### src/rtl/dmem_arbiter.sv
// Round-robin arbiter that shares a single-port, word-addressed data memory
// between a CPU port (0) and a DMA/debug port (1); one access in flight at a time.
module dmem_arbiter #(
    parameter int ADDR_W = 32,
    parameter int DATA_W = 32,
    parameter int DEPTH  = 256
) (
    input  logic              clk,
    input  logic              rst_n,

    input  logic              req_valid_0,
    output logic              req_ready_0,
    input  logic              req_we_0,
    input  logic [ADDR_W-1:0] req_addr_0,
    input  logic [DATA_W-1:0] req_wdata_0,
    output logic              rsp_valid_0,
    input  logic              rsp_ready_0,
    output logic [DATA_W-1:0] rsp_rdata_0,
    output logic              rsp_err_0,

    input  logic              req_valid_1,
    output logic              req_ready_1,
    input  logic              req_we_1,
    input  logic [ADDR_W-1:0] req_addr_1,
    input  logic [DATA_W-1:0] req_wdata_1,
    output logic              rsp_valid_1,
    input  logic              rsp_ready_1,
    output logic [DATA_W-1:0] rsp_rdata_1,
    output logic              rsp_err_1,

    output logic [ADDR_W-1:0] mem_readaddr,
    output logic              mem_wen,
    output logic [ADDR_W-1:0] mem_waddr,
    output logic [DATA_W-1:0] mem_wdata,
    input  logic [DATA_W-1:0] mem_rdata
);

    typedef enum logic [1:0] {
        IDLE,
        ACCESS,
        RESP
    } state_t;

    state_t state, state_nx;

    logic              last_grant;
    logic              owner;
    logic              lat_we;
    logic              lat_err;
    logic [DATA_W-1:0] rsp_rdata_q;

    logic              gnt_valid;
    logic              gnt_port;
    logic              accept;
    logic              sel_we;
    logic [ADDR_W-1:0] sel_addr;
    logic [DATA_W-1:0] sel_wdata;
    logic              sel_in_range;
    logic              rsp_ready_sel;

    // NOTE: every signal written here gets a default first, so no path leaves
    // a value unassigned and no latch is inferred.
    always_comb begin
        gnt_valid     = 1'b0;
        gnt_port      = 1'b0;
        accept        = 1'b0;
        state_nx      = state;
        rsp_ready_sel = owner ? rsp_ready_1 : rsp_ready_0;

        gnt_valid = req_valid_0 | req_valid_1;
        if (req_valid_0 && req_valid_1) begin
            gnt_port = ~last_grant;
        end else begin
            gnt_port = req_valid_1;
        end

        unique case (state)
            IDLE: begin
                if (gnt_valid) begin
                    accept   = 1'b1;
                    state_nx = ACCESS;
                end
            end
            ACCESS: begin
                state_nx = RESP;
            end
            RESP: begin
                // The consuming cycle returns to IDLE without granting again.
                if (rsp_ready_sel) begin
                    state_nx = IDLE;
                end
            end
            default: begin
                state_nx = IDLE;
            end
        endcase
    end

    assign sel_we       = gnt_port ? req_we_1    : req_we_0;
    assign sel_addr     = gnt_port ? req_addr_1  : req_addr_0;
    assign sel_wdata    = gnt_port ? req_wdata_1 : req_wdata_0;
    assign sel_in_range = (sel_addr < ADDR_W'(DEPTH));

    assign req_ready_0 = rst_n && (state == IDLE) && gnt_valid && !gnt_port;
    assign req_ready_1 = rst_n && (state == IDLE) && gnt_valid &&  gnt_port;

    // NOTE: sequential state uses non-blocking assignments only, so every
    // register samples the pre-edge values regardless of statement order.
    always_ff @(posedge clk or negedge rst_n) begin
        if (!rst_n) begin
            state        <= IDLE;
            last_grant   <= 1'b1;
            owner        <= 1'b0;
            lat_we       <= 1'b0;
            lat_err      <= 1'b0;
            rsp_rdata_q  <= '0;
            mem_readaddr <= '0;
            mem_wen      <= 1'b0;
            mem_waddr    <= '0;
            mem_wdata    <= '0;
        end else begin
            state <= state_nx;
            unique case (state)
                IDLE: begin
                    if (accept) begin
                        last_grant   <= gnt_port;
                        owner        <= gnt_port;
                        lat_we       <= sel_we;
                        lat_err      <= !sel_in_range;
                        mem_readaddr <= sel_addr;
                        mem_waddr    <= sel_addr;
                        mem_wdata    <= sel_wdata;
                        mem_wen      <= sel_we && sel_in_range;
                    end
                end
                ACCESS: begin
                    mem_wen     <= 1'b0;
                    rsp_rdata_q <= (!lat_we && !lat_err) ? mem_rdata : '0;
                end
                default: begin
                end
            endcase
        end
    end

    // Response outputs are only visible to the owning port while in RESP.
    assign rsp_valid_0 = (state == RESP) && !owner;
    assign rsp_valid_1 = (state == RESP) &&  owner;
    assign rsp_rdata_0 = rsp_valid_0 ? rsp_rdata_q : '0;
    assign rsp_rdata_1 = rsp_valid_1 ? rsp_rdata_q : '0;
    assign rsp_err_0   = rsp_valid_0 && lat_err;
    assign rsp_err_1   = rsp_valid_1 && lat_err;

endmodule

### config.mk
export PLATFORM = sky130hd
export DESIGN_NAME = dmem_arbiter
export DESIGN_NICKNAME = d
export VERILOG_FILES = /design/src/rtl/dmem_arbiter.sv
export SDC_FILE = /design/constraint.sdc
export NUM_CORES = 1
export LEC_CHECK = 0
export BUFFER_PORTS_ARGS = -buffer_cell sky130_fd_sc_hd__buf_2
export CAP_MARGIN = 10
export CORE_AREA = 4 4 127 129
export DETAILED_ROUTE_END_ITERATION = 8
export DIE_AREA = 0 0 131 133
export PLACE_DENSITY = 0.74
export SYNTH_ARGS = -nofsm -noshare
export SYNTH_HDL_FRONTEND = slang
export SYNTH_SLANG_ARGS = --single-unit
### constraint.sdc
create_clock -name clk -period 3.4 [get_ports clk]
set_clock_uncertainty 0.15 [all_clocks]
set_input_delay 0.68 -clock clk [delete_from_list [all_inputs] [get_ports clk]]
set_output_delay 0.68 -clock clk [all_outputs]
set_load 0.02 [all_outputs]
==> impl_metrics.env <==
export IMPL_wl_met2_mm=7.84
export IMPL_io_pins=335
export IMPL_path_class="register to output port"
export IMPL_postCtsSetupBuffers=0
export IMPL_reg2reg_slack_ns=1.49
export IMPL_max_freq_mhz=403
export IMPL_antenna_found_initial=0
export IMPL_ys_top_cells_by_count="102 x dfrtp_1, 68 x nand2_1, 66 x and2_1"
export IMPL_r2r_end="lat_we$_DFFE_PN0P_"
export IMPL_synth_edff_count=0
export IMPL_worst_path_max_delay_cell="dfrtp_1"
export IMPL_hold_viol=0
export IMPL_cap_violations=0
export IMPL_min_period_ns=2.48
export IMPL_grt_max_degree=133
export IMPL_grtUsageTotal_pct=17.5
export IMPL_worst_setup_path_end_kind="output port"
export IMPL_syn_cell_area_sq_um=5220
export IMPL_start_util_pct=34.7
export IMPL_gr_total_overflow=0
export IMPL_power_per_cell_area_nw_per_um2=761
export IMPL_total_power_mw=5.37
export IMPL_cts_hold_repair_buffers=0
export IMPL_wl_per_cell_um=16.1
export IMPL_met3_length_mm=1.15
export IMPL_r2r_start="last_grant$_DFFE_PN1P_"
export IMPL_syn2layout_area_growth_pct=35.2
export IMPL_die_h_um=133
export IMPL_synth_ff_type="dfrtp_1"
export IMPL_async_flop_share_pct=100
export IMPL_initialDrtViolationCount=106
export IMPL_wirelength_mm=15.8
export IMPL_synthCells=502
export IMPL_clk_pin_slew_worst_paths_ns=0.07
export IMPL_r2r_cells=4
export IMPL_path_max_fanout=34
export IMPL_rsz0062_at_grt="false"
export IMPL_slowest_delay_ns=0.40
export IMPL_drc=0
export IMPL_tightest_slew_ns=0.668
export IMPL_dieArea_sq_um=17400
export IMPL_synth_most_common_cell="dfrtp_1"
export IMPL_setup_viol=0
export IMPL_min_path_type="primary input to async pin"
export IMPL_die_w_um=131
export IMPL_syn_nets=670
export IMPL_ant_nets=0
export IMPL_cts_resized_gates=0
export IMPL_status="finished, final reports clean"
export IMPL_dp_hpwl_mm=12.3
export IMPL_p_leak_nw=3.88
export IMPL_yosys_area_top_type="dfrtp_1"
export IMPL_slew_headroom_pct=55.5
export IMPL_yosys_top_cells_area="dfrtp_1 49%, mux2i_1 12%, and2_1 7.9%"
export IMPL_n_antenna_cell=0
export IMPL_layout_nets=958
export IMPL_setup_tns_ns=0
export IMPL_arrival_ns=1.65
export IMPL_synth_seq_cells=103
export IMPL_cts_tree="yes"
export IMPL_place_gp_congestion=0.801
export IMPL_viasPerCell=4.75
export IMPL_cts_root_buf="clkbuf_16"
export IMPL_insertion_delay_ns=0.33
export IMPL_drv_slew=0
export IMPL_critPathTopFamily="simple AND/OR/NAND/NOR gates"
export IMPL_cts_htree_levels=3
export IMPL_drive_above_1_share_pct=46.3
export IMPL_vias=4665
export IMPL_firstDrtPassIters=4
export IMPL_wirelength_met1_mm=6.62
export IMPL_grt_pass1_wl_mm=23.7
export IMPL_fin_ws_ns=0.919
export IMPL_grt_pass1_vias=4475
export IMPL_ys_seq_area_share_pct=49.4
export IMPL_crit_chain="nand2b_1, nor2_1, buf_4, and2_1, buf_2"
export IMPL_peakVddDrop_uv=568
export IMPL_clock_path_buffers=2
export IMPL_num_rows=45
export IMPL_ys_warn_count=0
export IMPL_numCtsBuffers=9
export IMPL_pre_cts_slack_ns=0.957
export IMPL_start_kind="register"
export IMPL_coreArea_sq_um=15000
export IMPL_maxUsedRoutingLayer="met4"
export IMPL_critPathBufInv=2
export IMPL_worstPathRequired_ns=2.57
export IMPL_fin_crit_sh_pct=73.0
export IMPL_cts_num_sinks=103
export IMPL_portBuffers=334
export IMPL_synth_avg_cell_area_sq_um=10.4
export IMPL_ys_types=33
export IMPL_synth_top_area_share_pct=48.9
[where the power goes]
group	internal, mW	switching [mW]
registers	1.64	0.276
clock network	0.516	0.453
logic	0.805	1.68
total	2.96	2.41
[cell type report]
class,count,area [sq um]
inverter,2,7.51
tap,188,235
clock buffer,11,243
multi-input combinational,330,2180
clock inverter,5,33.8
fill,1453,7980
sequential,103,2580
timing repair buffer,344,1770
[logic make-up (layout without fill, tap and decap cells)]
family	count (synthesis)	in the layout	synth area share (%)
AO/OA/AOI/OAI	105	105	12.9
buffers and inverters	69	362	9.07
flip-flops	103	103	49.4
multiplexers	67	67	12.9
AND/OR/NAND/NOR	158	158	15.7
[cells in the final DEF, fill, tap and decap left out]
cell type   synthesis  final
mux2i_1            65     65
nand4_1             1      1
nand2_1            68     68
nand3_1             1      1
a31oi_1             1      1
o21ai_4             0      1
nand2b_1            2      2
dfstp_2             1      1
clkbuf_8            0      1
inv_2               1      1
clkbuf_1           13      1
dfrtp_1           102    102
a21boi_4            0      1
and2_1             66     66
nor2_1              3      3
clkinvlp_4          0      2
mux2_2              2      2
clkinv_4            0      1
inv_1               1      1
a41oi_2             1      1
a21oi_1             1      1
and4_1              1      1
o21ai_1             7      7
clkbuf_16           0      9
o21ai_0            60     60
clkinv_2            0      2
buf_2              13    333
nor2_2              1      1
o31ai_1             1      1
a22o_1             32     32
nor3_4              1      1
nor3_1              1      1
nor4_1             12     12
buf_4              32      9
and3_1              1      1
buf_12              2      2
[sequential cells by signal, summed over array words and instances (netlist names)]
register / cells
owner: 1
lat_err: 1
mem_wdata: 32
state: 2
lat_we: 1
last_grant: 1
mem_wen: 1
rsp_rdata_q: 32
mem_waddr: 32
[per-stage QoR]
stage / cells / hold WS, ns / cell area, sq um / util, %
floorplan: 502 / 0.234 / 5220 / -
global placement: 967 / 0.307 / 6780 / 45.1
detailed placement: 967 / 0.317 / 6780 / 45.1
CTS: 983 / 0.333 / 7050 / 46.9
global route: 983 / 0.344 / 7050 / 46.9
finish: 983 / 0.329 / 7050 / 46.9
[worst max-delay path by stage]
stage / from / end / slack [ns] / cells past startpoint
3_5_place_dp: req_valid_1 / req_ready_1 / 0.96 / 4
4_1_cts: state[0]$_DFFE_PN0P_ / rsp_rdata_0[23] / 0.87 / 5
5_1_grt: state[0]$_DFFE_PN0P_ / rsp_rdata_1[27] / 0.78 / 5
2_1_floorplan: req_valid_1 / req_ready_0 / 1.04 / 5
3_3_place_gp: req_valid_1 / req_ready_1 / 0.98 / 4
6_report: state[0]$_DFFE_PN0P_ / rsp_rdata_0[23] / 0.92 / 5
[metal layers]
metal / track usage [%] / up-vias
met5: 0 / -
li1: - / 2275
met4: 4.57 / 0
met2: 29.6 / 203
met3: 3.92 / 14
met1: 22.3 / 2173
Note: power is estimated with default switching activity, not from simulation.
